### config.mk
export PLATFORM = sky130hd
export DESIGN_NAME = pc_fetch_ctrl
export DESIGN_NICKNAME = d
export VERILOG_FILES = /design/src/rtl/pc_fetch_ctrl_pkg.sv /design/src/rtl/pc_fetch_ctrl_fifo.sv /design/src/rtl/pc_fetch_ctrl.sv
export SDC_FILE = /design/constraint.sdc
export NUM_CORES = 1
export LEC_CHECK = 0
export ABC_CLOCK_PERIOD_IN_PS = 7050
export BUFFER_PORTS_ARGS = -buffer_cell sky130_fd_sc_hd__buf_2
export CAP_MARGIN = 10
export CORE_ASPECT_RATIO = 2
export CORE_UTILIZATION = 56
export DETAILED_ROUTE_END_ITERATION = 7
export PLACE_DENSITY = 0.8
export SYNTH_ARGS = -nofsm -noshare
export SYNTH_HDL_FRONTEND = slang
export SYNTH_HIERARCHICAL = 1
export SYNTH_SLANG_ARGS = --single-unit
### constraint.sdc
create_clock -name clock -period 7.05 [get_ports clock]
set_clock_uncertainty 0.2 [all_clocks]
set_input_delay 0.705 -clock clock [delete_from_list [all_inputs] [get_ports clock]]
set_output_delay 0.705 -clock clock [all_outputs]
set_load 0.02 [all_outputs]
### src/rtl/pc_fetch_ctrl_pkg.sv
// Shared CPU front-end definitions: reset vector, bus width helpers and the
// redirect-source numbering used by the fetch controller.
package pc_fetch_ctrl_pkg;

  localparam logic [31:0] RESET_PC_DEFAULT = 32'hbfc00000;

  // Lower value means higher priority when several sources redirect together.
  typedef enum logic [1:0] {
    REDIR_EXCEPTION = 2'd0,
    REDIR_BRANCH    = 2'd1,
    REDIR_PREDICT   = 2'd2
  } redir_src_e;

  function automatic int bus_data_bits(input int fetch_bytes);
    return 8 * fetch_bytes;
  endfunction

  function automatic int offset_bits(input int fetch_bytes);
    return $clog2(fetch_bytes);
  endfunction

endpackage

### src/rtl/pc_fetch_ctrl_fifo.sv
// Small circular FIFO (pointers plus count) with the head word visible
// combinationally; the head reads as zero while empty.
module fetch_fifo #(
  parameter int WIDTH = 32,
  parameter int DEPTH = 2,
  localparam int CNT_W = $clog2(DEPTH + 1)
) (
  input  logic             clock,
  input  logic             reset,
  input  logic             flush,
  input  logic             push,
  input  logic [WIDTH-1:0] push_data,
  input  logic             pop,
  output logic [WIDTH-1:0] head_data,
  output logic             empty,
  output logic             full,
  output logic [CNT_W-1:0] count
);

  localparam int PTR_W = (DEPTH > 1) ? $clog2(DEPTH) : 1;

  logic [WIDTH-1:0] mem [DEPTH];
  logic [PTR_W-1:0] wr_ptr_reg, rd_ptr_reg;
  logic [CNT_W-1:0] count_reg;
  logic             do_push, do_pop;

  function automatic logic [PTR_W-1:0] ptr_inc(input logic [PTR_W-1:0] p);
    return (p == PTR_W'(DEPTH - 1)) ? '0 : p + PTR_W'(1);
  endfunction

  assign empty     = (count_reg == '0);
  assign full      = (count_reg == CNT_W'(DEPTH));
  assign count     = count_reg;
  assign do_pop    = pop && !empty;
  // A pop frees the slot the push lands in, so a full FIFO may push and pop together.
  assign do_push   = push && (!full || do_pop);
  assign head_data = empty ? '0 : mem[rd_ptr_reg];

  always_ff @(posedge clock) begin
    if (do_push && !flush) begin
      mem[wr_ptr_reg] <= push_data;
    end
  end

  always_ff @(posedge clock or posedge reset) begin
    if (reset) begin
      wr_ptr_reg <= '0;
      rd_ptr_reg <= '0;
      count_reg  <= '0;
    end else if (flush) begin
      wr_ptr_reg <= '0;
      rd_ptr_reg <= '0;
      count_reg  <= '0;
    end else begin
      if (do_push) wr_ptr_reg <= ptr_inc(wr_ptr_reg);
      if (do_pop)  rd_ptr_reg <= ptr_inc(rd_ptr_reg);
      case ({do_push, do_pop})
        2'b10:   count_reg <= count_reg + CNT_W'(1);
        2'b01:   count_reg <= count_reg - CNT_W'(1);
        default: count_reg <= count_reg;
      endcase
    end
  end

endmodule

### src/rtl/pc_fetch_ctrl.sv
// Instruction fetch PC controller: credit-limited requests on an SRAM-like
// bus, prioritised redirects, stale-response dropping and an output buffer.
module pc_fetch_ctrl
  import pc_fetch_ctrl_pkg::*;
#(
  parameter logic [31:0] RESET_PC    = RESET_PC_DEFAULT,
  parameter int          FETCH_BYTES = 4,
  parameter int          MAX_OUTST   = 2,
  parameter int          NUM_REDIR   = 2,
  localparam int         DATA_W      = bus_data_bits(FETCH_BYTES)
) (
  input  logic                   clock,
  input  logic                   reset,
  input  logic [NUM_REDIR-1:0]   redir_valid,
  input  logic [32*NUM_REDIR-1:0] redir_pc,
  output logic                   inst_req,
  output logic [31:0]            inst_addr,
  input  logic                   inst_addr_ok,
  input  logic                   inst_data_ok,
  input  logic [DATA_W-1:0]      inst_rdata,
  output logic                   out_valid,
  output logic [31:0]            out_pc,
  output logic [DATA_W-1:0]      out_data,
  input  logic                   out_ready
);

  localparam int          CNT_W      = $clog2(MAX_OUTST + 1);
  localparam int          OFS_W      = offset_bits(FETCH_BYTES);
  localparam logic [31:0] ALIGN_MASK = ~((32'd1 << OFS_W) - 32'd1);

  logic [31:0]       fpc_reg, fpc_next;
  logic              pend_reg, pend_next;
  logic [31:0]       pend_pc_reg, pend_pc_next;
  logic [CNT_W-1:0]  stale_reg, stale_next;

  logic [31:0]       src_target [NUM_REDIR];
  logic              redir_any;
  logic [31:0]       redir_target;

  logic              accept, ob_push;
  logic [31:0]       if_head;
  logic              if_empty, if_full, ob_empty, ob_full;
  logic [CNT_W-1:0]  if_count, ob_count;
  logic [CNT_W:0]    total_count;
  logic [DATA_W+31:0] ob_head;

  for (genvar gi = 0; gi < NUM_REDIR; gi++) begin : g_src
    assign src_target[gi] = redir_pc[32*gi +: 32] & ALIGN_MASK;
  end

  // Scan from the lowest priority upward so the lowest asserted index wins.
  always_comb begin
    redir_any    = |redir_valid;
    redir_target = '0;
    for (int i = NUM_REDIR - 1; i >= 0; i--) begin
      if (redir_valid[i]) redir_target = src_target[i];
    end
  end

  // Credits count stale in-flight entries too: their responses still arrive.
  assign total_count = {1'b0, if_count} + {1'b0, ob_count};
  assign inst_req    = (total_count < (CNT_W + 1)'(MAX_OUTST));
  assign inst_addr   = fpc_reg;
  assign accept      = inst_req && inst_addr_ok;
  assign ob_push     = inst_data_ok && !if_empty && !redir_any && (stale_reg == '0);

  fetch_fifo #(.WIDTH(32), .DEPTH(MAX_OUTST)) u_inflight (
    .clock     (clock),
    .reset     (reset),
    .flush     (1'b0),
    .push      (accept),
    .push_data (fpc_reg),
    .pop       (inst_data_ok),
    .head_data (if_head),
    .empty     (if_empty),
    .full      (if_full),
    .count     (if_count)
  );

  fetch_fifo #(.WIDTH(DATA_W + 32), .DEPTH(MAX_OUTST)) u_outbuf (
    .clock     (clock),
    .reset     (reset),
    .flush     (redir_any),
    .push      (ob_push),
    .push_data ({if_head, inst_rdata}),
    .pop       (out_ready),
    .head_data (ob_head),
    .empty     (ob_empty),
    .full      (ob_full),
    .count     (ob_count)
  );

  assign out_valid = !ob_empty;
  assign out_pc    = ob_head[DATA_W +: 32];
  assign out_data  = ob_head[DATA_W-1:0];

  // Stale entries are always the oldest ones, so a count replaces per-entry marks.
  always_comb begin
    fpc_next     = fpc_reg;
    pend_next    = pend_reg;
    pend_pc_next = pend_pc_reg;
    stale_next   = stale_reg;
    if (inst_data_ok && (stale_reg != '0)) stale_next = stale_reg - CNT_W'(1);
    if (accept && pend_reg)                stale_next = stale_next + CNT_W'(1);
    if (accept) begin
      fpc_next  = pend_reg ? pend_pc_reg : fpc_reg + 32'(FETCH_BYTES);
      pend_next = 1'b0;
    end
    if (redir_any) begin
      stale_next = if_count + CNT_W'(accept) - CNT_W'(inst_data_ok);
      if (inst_req && !inst_addr_ok) begin
        // The offered request must stay stable; retarget once it is taken.
        pend_next    = 1'b1;
        pend_pc_next = redir_target;
      end else begin
        fpc_next  = redir_target;
        pend_next = 1'b0;
      end
    end
  end

  always_ff @(posedge clock or posedge reset) begin
    if (reset) begin
      fpc_reg     <= RESET_PC;
      pend_reg    <= 1'b0;
      pend_pc_reg <= '0;
      stale_reg   <= '0;
    end else begin
      fpc_reg     <= fpc_next;
      pend_reg    <= pend_next;
      pend_pc_reg <= pend_pc_next;
      stale_reg   <= stale_next;
    end
  end

  a_no_orphan_resp: assert property (@(posedge clock) disable iff (reset)
    !(inst_data_ok && if_empty));
  a_no_inflight_ovf: assert property (@(posedge clock) disable iff (reset)
    !(accept && if_full && !inst_data_ok));
  a_no_outbuf_ovf: assert property (@(posedge clock) disable iff (reset)
    !(ob_push && ob_full && !out_ready));

endmodule

# == After elaboration in Yosys (flattened, before gate mapping) ==
# Memory sizes are Yosys's and may differ from the RTL's.
# Cells that the tools add are included.
# op_classes
addsub,14
order_cmp,1
n_eq_ne,6
n_mux,29
reduce_logical,30
# op_table
operator,count
32-bit 2-to-1 mux,7
64-bit 2-to-1 mux,1
32-bit by 3-bit adder with 32-bit output (second input constant),1
1-bit 2-to-1 mux,15
1-bit logical AND,11
2-bit nonzero test,5
2-bit equality test (second input constant),4
2-bit 2-to-1 mux,4
2-bit one-hot mux with 2 select lines,2
2-bit by 1-bit adder with 2-bit output (second input constant),3
1-bit logical NOT,6
2-bit logical NOT,3
2-bit by 1-bit subtractor with 2-bit output (second input constant),3
1-bit adder (second input constant),4
2-bit by 1-bit equality test with 1-bit output (second input constant),2
2-bit by 2-bit adder with 3-bit output,1
3-bit by 2-bit less-than comparator with 1-bit output (second input constant),1
3-bit nonzero test,1
2-bit by 1-bit adder with 2-bit output,1
1-bit logical OR,2
2-bit AND reduction,1
2-bit OR reduction,1
2-bit by 1-bit subtractor with 2-bit output,1
# word_totals
regBits,75
ram_bits,192
in_bits,103
memories,2
# memory_table
name,words,width,rd,rd_ports_with_merged_regs,wr,line,text
u_outbuf.mem,2,64,1,0,1,pc_fetch_ctrl_fifo.sv:22,logic [WIDTH-1:0] mem [DEPTH];
u_inflight.mem,2,32,1,0,1,pc_fetch_ctrl_fifo.sv:22,

# == Longest topological paths before layout ==
# Gate-level depths: netlist (run 1).
# logic_depth
depth_word,9
depth_mapped,11
ltp_nobuf,9

# == Cells and area by module ==
# Netlist (run 1), hierarchy kept.
# by_module_without_submodules
module,n_inst,cells_per_inst,area_each_um2,seq_area_each_um2
fetch_fifo at u_outbuf,1,300,5049.8,3943.8
pc_fetch_ctrl,1,489,4017.6,1637.8
fetch_fifo at u_inflight,1,165,2651.3,2021.9

# == Least setup slack after synthesis (run 1) ==
# Ideal clock, no wire load.
# synth_timing
path_type,input-to-reg
from,in redir_valid[1]
to,"mem u_outbuf/mem[0][0] in the netlist's numbering, enable pin"
setup_time_ns,0.565
arrival_time_ns,6.074
required_time_ns,6.285
path_slack_ns,0.211
stages,7
cell_sequence,nor2_1 > inv_1 > clkbuf_1 > nor3_1 > clkbuf_1 > nand2_1 > nor3_1
# synth_via
elab_chain_len,8
# synth_lines
element,line,text
"start, declared",pc_fetch_ctrl.sv:14,"input logic [NUM_REDIR-1:0] redir_valid,"
2-bit OR reduction,pc_fetch_ctrl.sv:53,redir_any = |redir_valid;
via redir_any,pc_fetch_ctrl.sv:37,logic redir_any;
1-bit logical NOT,pc_fetch_ctrl.sv:65,assign ob_push = inst_data_ok && !if_empty && !redir_any && (stale_reg == '0);
1-bit logical AND (2 in a row),pc_fetch_ctrl.sv:65,
via ob_push,pc_fetch_ctrl.sv:40,"logic accept, ob_push;"
1-bit logical AND,pc_fetch_ctrl_fifo.sv:36,assign do_push = push && (!full || do_pop);
1-bit logical AND,pc_fetch_ctrl_fifo.sv:40,if (do_push && !flush) begin
1-bit 2-to-1 mux,pc_fetch_ctrl_fifo.sv:40,
1-bit 2-to-1 mux (not written as such),pc_fetch_ctrl_fifo.sv:41,mem[wr_ptr_reg] <= push_data;
"end, declared",pc_fetch_ctrl_fifo.sv:22,
# The timed path passes the listed nets, and every way through them passes these cells.

# == Final worst setup path (run 1) ==
# layout_timing
from,in redir_valid[0]
to,"mem u_outbuf/mem[1][15] in the netlist's numbering, enable pin"
# layout_via
elab_chain_len,8
# layout_lines
element,line
2-bit OR reduction,pc_fetch_ctrl.sv:53
1-bit logical NOT,pc_fetch_ctrl.sv:65
1-bit logical AND (2 in a row),pc_fetch_ctrl.sv:65
via ob_push,pc_fetch_ctrl.sv:40
1-bit logical AND,pc_fetch_ctrl_fifo.sv:36
1-bit logical AND,pc_fetch_ctrl_fifo.sv:40
1-bit 2-to-1 mux,pc_fetch_ctrl_fifo.sv:40
1-bit 2-to-1 mux (not written as such),pc_fetch_ctrl_fifo.sv:41
# The timed path passes the listed nets, and every way through them passes these cells.

==> flow_summary.ini, run 1 <==
[worst_setup_path]
path_class = in -> reg
crit_chain = buf_2 > nor2_1 > inv_1 > nor3_1 > and4b_2 > buf_4
startpoint_type = input port
reg2reg_slack_ns = 3.50
rr_endpoint = inst_addr[13]$_DFF_PP0_
worstSetupEndpoint = u_outbuf/mem[1][15]$_DFFE_PP_
critPathMaxFanout = 48
reg2reg_from = u_inflight/count[0]$_DFFE_PP0P_
arrival_ns = 3.75
cp.required_ns = 7.00
cp-end-kind = register
slowest_stage = nor3_1
critPathLaunch = redir_valid[0]
critPathMaxStageDelay_ns = 0.84
rr_worst_depth = 7

[detailed_routing]
wl_per_cell_um = 16.8
ant_nets = 0
dr_wl_met3_mm = 1.01
drc = 0
dr.pass1.iters = 6
drt-total-wl_mm = 23.8
viasPerCell = 5.73
top_layer_used = met4
wl_met1_mm = 8.98
dr_wl_met2_mm = 12.8
first_iter_violations = 354
vias = 8088

[clock_tree]
cts_root_buf = clkbuf_16
cts_resized = 0
cts_buffer_depth = 3
cts_buffers = 22
clk_pin_slew_ns = 0.07
h-tree-depth = 1
cts_tree = built
clock_sinks = 265
clock_latency_ns = 0.51

[global_route]
grt_overflow = 0
grt_pass1_vias = 7835
grt_first_pass_wirelength_mm = 37.9
grtUsageTotal_pct = 22.1
grt_max_degree = 66
antenna_found_initial = 0

[synthesis]
yosysWarnings = 6
syn_inst = 952
syn-cell-area_mm2 = 0.0117
syn_area_per_cell_um2 = 12.3

[timing]
setup_tns_ns = 0
slew_violations = 0
tightest_slew_ns = 1.26
hold_violations = 0
max_freq_mhz = 263
min_period_over_period_pct = 54.0
worst_slack_ns = 3.24
finalSetupViolCount = 0
max_slew_margin_pct = 15.9
grt_setup_unrepaired = false
fin_crit_ns = 3.81

[place]
place_congestion = 0.851
place_ws_ns = 2.78
dp_hpwl_mm = 15.8
io_buffers = 196

[hold_path]
holdPathStages = 1
worst_hold_path_type = in -> reg

[floorplan]
die_h_um = 207
io_pins = 201
die-area_mm2 = 0.0215
start_util_pct = 57.2
core_area_mm2 = 0.0205
num_rows = 74
fp.dieW_um = 104

[power]
p_per_area_mw_per_mm2 = 262
leakagePower_uw = 0.00523
ir_drop_mv = 0.180

[final_layout]
area_growth_pct = 17.1
layout_common_cells = buf_2 (196), edfxtp_1 (192), nor2_1 (131), mux2i_1 (107), nand2_1 (74)
num_antenna_cells = 0
nFillCells = 1542
largest_register_ffs = 128
layout_commonest_cell = buf_2
drive_gt1_share_pct = 24.1
regMostFlops = u_outbuf/mem
nets = 1237

[flow_run]
maxCapViolations = 0

[status]
run_status = finished clean
area by class of cell:
class,instances,area (um^2),share of cell area [%]
clock buffer,27,601,4.38
clock inverter,13,199,1.45
inverter,28,105,0.767
multi-input combinational,603,3780,27.6
sequential,265,7610,55.5
tap,266,333,2.43
timing repair buffer,209,1080,7.89
worst max-delay path, delay by kind of cell:
family,cells,cell delay [ns]
buffers and inverters,3,1.19
AND/OR/NAND/NOR,3,1.79
per-stage QoR:
step                power [uW]  area [um^2]  util [%]  std cells  hold slack (ns)
floorplan                 2150        11700         -        957            0.241
global placement          2280        12900      63.0       1370            0.253
detailed placement        2300        12900      63.0       1370            0.263
CTS                       3620        13700      67.0       1411            0.159
global route              3720        13700      67.0       1411            0.166
finish                    3600        13700      67.0       1411            0.182
how the worst min path moves through the flow:
stage                                      startpoint                       endpoint  slack [ns]
after detailed placement  pend_pc_reg[17]$_DFFE_PP0P_    pend_pc_reg[17]$_DFFE_PP0P_        0.26
after global placement    pend_pc_reg[16]$_DFFE_PP0P_    pend_pc_reg[16]$_DFFE_PP0P_        0.25
after global routing                   inst_rdata[16]  u_outbuf/mem[1][16]$_DFFE_PP_        0.17
final                                   inst_rdata[7]   u_outbuf/mem[1][7]$_DFFE_PP_        0.18
after CTS                              inst_rdata[16]  u_outbuf/mem[1][16]$_DFFE_PP_        0.16
after floorplan           pend_pc_reg[18]$_DFFE_PP0P_    pend_pc_reg[18]$_DFFE_PP0P_        0.24
power breakdown:
group | switching [uW] | internal, uW
combinational | 233 | 150
sequential | 106 | 1780
clock | 534 | 794
total | 872 | 2730
timing repair:
item / in CTS / in global routing
buffers inserted: 0 / 0
hold endpoints to repair: 8 / 0
hold buffers: 1 / 0
layer usage:
layer  GRT usage, %  up-vias
met5              0        -
met4           11.8        0
met3           1.99       63
met2           41.3      290
met1           24.9     3874
li1               -     3861
(Power assumes the default switching activity.)
==> run 2: changes to the inputs <==
Settings changed: ABC_CLOCK_PERIOD_IN_PS 7050 to 3550.
Clock period 7.05 ns to 3.55 ns, I/O delays scaled along.
==> run 2 against run 1 <==
  * Non-clock buffer count rose by 96
  * Clock-buffer cell count increased by 4
  * Cell count grew 6.7%
  * Critical endpoint is now stale_reg[1]$_DFF_PP0_
  * Critical path depth increased by 3
  * Routed wire length increased by 6.7%
  * Highest routed layer unchanged
  * Combinational power is 130% higher
  * Register-to-register slack lost 3.0 ns
  * Via count increased by 4.4%
  * First-iteration DRC count rose by 12%
  * Largest cell class unchanged
  * Worst hold slack got worse by 0.17 ns
==> flow_summary.ini, run 2 (synthesis results as in run 1) <==
[status]
run_status = finished clean

[place]
placement.cell_area_mm2 = 0.0131
io_buffers = 196
place_congestion = 0.852
place_ws_ns = 0.522
dp_hpwl_mm = 16.6

[global_route]
grt_overflow = 0
grt_max_degree = 65
grt_pass1_vias = 8526
grt_first_pass_wirelength_mm = 41.0
grtUsageTotal_pct = 23.8
antenna_found_initial = 0

[worst_setup_path]
critPathMaxFanout = 52
path_class = reg -> reg
arrival_ns = 3.25
cp.required_ns = 3.72
startpoint_type = register
cp-end-kind = register
reg2reg_slack_ns = 0.47
rr_endpoint = stale_reg[1]$_DFF_PP0_
rr_worst_depth = 9
reg2reg_from = u_inflight/count[0]$_DFFE_PP0P_

[power]
p_per_area_mw_per_mm2 = 465
ir_drop_mv = 0.392
leakagePower_uw = 0.00556

[clock_tree]
cts_resized = 0
clock_latency_ns = 0.50
h-tree-depth = 1
ctsHoldBuffers = 82
clk_pin_slew_ns = 0.07
cts_buffer_depth = 3
cts_root_buf = clkbuf_16
cts_setup_buffers = 0
cts_tree = built
clock_sinks = 265
cts_buffers = 21

[final_layout]
layout_common_cells = buf_2 (196), edfxtp_1 (192), nor2_1 (131), mux2i_1 (107), dlygate4sd3_1 (82)
utilization_pct = 71.0
nets = 1332
num_antenna_cells = 0
regMostFlops = u_outbuf/mem
nFillCells = 1378
area_growth_pct = 24.1
drive_gt1_share_pct = 22.8
layout_commonest_cell = buf_2
largest_register_ffs = 128
fin_area_mm2 = 0.0145

[detailed_routing]
wl_per_cell_um = 16.8
drc = 0
first_iter_violations = 396
vias = 8447
drt-total-wl_mm = 25.3
viasPerCell = 5.61
ant_nets = 0
dr.pass1.iters = 5

[timing]
setup_tns_ns = 0
tightest_slew_ns = 1.11
slew_violations = 0
fin_crit_ns = 3.08
max_freq_mhz = 325
min_period_over_period_pct = 86.7
worst_slack_ns = 0.474
grt_setup_unrepaired = false
finalSetupViolCount = 0
max_slew_margin_pct = 26.0
hold_violations = 0
hold_ws_ns = 0.0142

[floorplan]
die_h_um = 207
start_util_pct = 57.2
io_pins = 201
core_area_mm2 = 0.0205
fp.dieW_um = 104
num_rows = 74
die-area_mm2 = 0.0215

[hold_path]
worst_hold_path_type = in -> reg
worstHoldEndpoint = pend_pc_reg[13]$_DFFE_PP0P_
hold_start = redir_pc[13]
holdPathStages = 3

[flow_run]
maxCapViolations = 0
-- run 2: final cells by class --
cell class,count,area [um^2],area share (%)
clock buffer,31,573,3.94
multi-input combinational,603,3800,26.1
sequential,265,7610,52.4
inverter,28,105,0.723
clock inverter,7,43.8,0.301
tap,266,333,2.29
timing repair buffer,305,2070,14.3
-- run 2: worst max-delay path by stage --
| stage | cells after the start | startpoint | to | slack [ns] |
|---|---|---|---|---|
| CTS | 9 | u_inflight/count[0]$_DFFE_PP0P_ | stale_reg[1]$_DFF_PP0_ | 0.49 |
| finish | 9 | u_inflight/count[0]$_DFFE_PP0P_ | stale_reg[1]$_DFF_PP0_ | 0.47 |
| global placement | 9 | u_inflight/count[0]$_DFFE_PP0P_ | stale_reg[1]$_DFF_PP0_ | 0.57 |
| detailed placement | 9 | u_inflight/count[0]$_DFFE_PP0P_ | stale_reg[1]$_DFF_PP0_ | 0.52 |
| global route | 9 | u_outbuf/count[0]$_DFFE_PP0P_ | stale_reg[1]$_DFF_PP0_ | 0.35 |
| floorplan | 7 | redir_valid[1] | u_outbuf/mem[0][0]$_DFFE_PP_ | 0.04 |
-- run 2: layer usage --
metal	vias up	share of wire (%)	GRT usage (%)
met2	287	55	45.7
li1	4050	-	-
met4	0	4.1	11.9
met5	-	0	0
met3	66	4.0	2.43
met1	4044	37	25.9
-- run 2: where the power goes --
group	internal, uW	switching [uW]	total (uW)
logic	380	485	865
clock network	1130	1010	2140
registers	3540	213	3750
-- run 2: stage by stage --
| stage | cells | total power [uW] |
|---|---|---|
| finish | 1505 | 6750 |
| detailed placement | 1384 | 4590 |
| global placement | 1384 | 4550 |
| floorplan | 957 | 4280 |
| CTS | 1504 | 6780 |
| global route | 1505 | 7010 |
-- run 2: worst max-delay path, cell delays in order (launching register included) --
cell and delay [ns]:
dfrtp_1 0.47, and2_1 0.21, fa_1 0.48, or3b_1 0.44, clkinv_1 0.25, buf_12 0.28, nand2_1 0.17, nor2_1 0.21
xnor2_1 0.12, o21ai_0 0.09
==> run 3: changes to the inputs <==
Settings changed: CORE_ASPECT_RATIO 2 to 1.25.
==> run 3 against run 2 <==
  * Power up 4.5%
  * Global-route usage about the same
  * Clock-buffer cell count unchanged
  * Sequential cell count unchanged
  * Worst hold slack worse by 0.014 ns
  * First-iteration DRC count up 37%
  * Critical path type unchanged
  * Critical endpoint is now u_inflight/mem[0][19]$_DFFE_PP_
  * Largest cell class unchanged
  * Largest power group unchanged
==> flow_summary.ini, run 3 (synthesis results as in run 1) <==
[status]
run_status = finished clean

[clock_tree]
clock_latency_ns = 0.52
cts_buffer_depth = 3
cts_buffers = 25
cts_tree = built
clock_sinks = 265
h-tree-depth = 1
clk_pin_slew_ns = 0.06
cts_setup_buffers = 0
cts_root_buf = clkbuf_16

[detailed_routing]
drt-total-wl_mm = 25.5
first_iter_violations = 543
dr.pass1.iters = 5
wl_per_cell_um = 16.8
drc = 0
ant_nets = 0
viasPerCell = 5.62
vias = 8496

[global_route]
grtUsageTotal_pct = 23.8
grt_overflow = 0
antenna_found_initial = 0
grt_first_pass_wirelength_mm = 41.0
grt_pass1_vias = 8305
grt_max_degree = 65

[worst_setup_path]
cp.required_ns = 3.55
arrival_ns = 3.14
critPathMaxFanout = 35
startpoint_type = register
cp-end-kind = register
path_class = reg -> reg
reg2reg_slack_ns = 0.41

[timing]
hold_ws_ns = 0.000410
max_freq_mhz = 318
max_slew_margin_pct = 24.2
fin_crit_ns = 3.14
worst_slack_ns = 0.408
hold_violations = 0
min_period_over_period_pct = 88.5
finalSetupViolCount = 0
setup_tns_ns = 0
slew_violations = 0
grt_setup_unrepaired = false
tightest_slew_ns = 1.13

[power]
power.total_uw = 7060
pwr-share-comb_pct = 12.3
leakagePower_uw = 0.00560
swShare_pct = 25.3
p_seq_share_pct = 53.3
internal_power_uw = 5270
p_sw_uw = 1790
power_frac_clock_pct = 34.5
p_per_area_mw_per_mm2 = 482
ir_drop_mv = 0.341

[final_layout]
regMostFlops = u_outbuf/mem
area_growth_pct = 25.0
nets = 1332
largest_register_ffs = 128
nFillCells = 1353
layout_commonest_cell = buf_2
drive_gt1_share_pct = 23.3
num_antenna_cells = 0
layout_common_cells = buf_2 (196), edfxtp_1 (192), nor2_1 (131), mux2i_1 (107), dlygate4sd3_1 (82)

[floorplan]
io_pins = 201
die_h_um = 164
num_rows = 58
start_util_pct = 57.6
core_area_mm2 = 0.0203
fp.dieW_um = 131
die-area_mm2 = 0.0215

[hold_path]
worst_hold_path_type = in -> reg

[place]
place_congestion = 0.870
io_buffers = 196
dp_hpwl_mm = 15.7
place_ws_ns = 0.448

[flow_run]
maxCapViolations = 0
-- run 3: final cells by class --
cell class	instances	area, um^2	share of cell area, %
well taps	270	338	2.31
clock buffers	31	678	4.63
inverters	28	105	0.718
clock inverters	14	75.1	0.513
multi-input cells	603	3800	25.9
flip-flops and latches	265	7610	52.0
repair buffers	301	2040	13.9
-- run 3: metal layers --
metal / vias up / wire (um) / GRT usage [%]
met5: - / 0 / 0
li1: 4058 / - / -
met2: 320 / 12900 / 42.7
met1: 4066 / 10400 / 29.6
met3: 52 / 1510 / 3.26
met4: 0 / 650 / 8.72
-- run 3: worst paths after layout --
check / from / to / depth (start not counted)
worst min register to register: pend_pc_reg[25]$_DFFE_PP0P_ / pend_pc_reg[25]$_DFFE_PP0P_ / 2
min in group asynchronous: reset / u_inflight/count[1]$_DFFE_PP0P_ / 3
worst min-delay path: redir_pc[4] / inst_addr[4]$_DFF_PP0_ / 3
worst max-delay path: u_outbuf/count[0]$_DFFE_PP0P_ / u_inflight/mem[0][19]$_DFFE_PP_ / 8
worst max register to register: u_outbuf/count[0]$_DFFE_PP0P_ / u_inflight/mem[0][19]$_DFFE_PP_ / 8
max in group asynchronous: reset / inst_addr[23]$_DFF_PP1_ / 4
-- run 3: stage by stage --
step / instance area, um^2 / std cells / util (%)
2_1_floorplan: 11800 / 957 / -
6_report: 14600 / 1512 / 72.0
5_1_grt: 14600 / 1512 / 72.0
4_1_cts: 14600 / 1512 / 72.0
3_5_place_dp: 13100 / 1385 / 64.3
3_3_place_gp: 13100 / 1385 / 64.3
-- run 3: timing repair --
action | CTS | global route
gates resized for setup | 0 | 0
hold buffers | 82 | 0
endpoints found under the hold margin | 131 | 0
-- run 3: power by group through the flow --
stage	registers [uW]	logic (uW)	clock network [uW]
detailed placement	3810	775	0
finish	3760	864	2430
floorplan	3800	473	0
CTS	3750	858	2470
global placement	3800	745	0
global route	3780	953	2600
-- run 3: worst max-delay path, cell delays in order, from the launching register on --
cell	delay, ns
dfrtp_1	0.53
and2_1	0.20
fa_1	0.46
or3b_1	0.42
clkinv_1	0.08
buf_4	0.34
nand2_1	0.15
nor3_4	0.22
buf_12	0.23
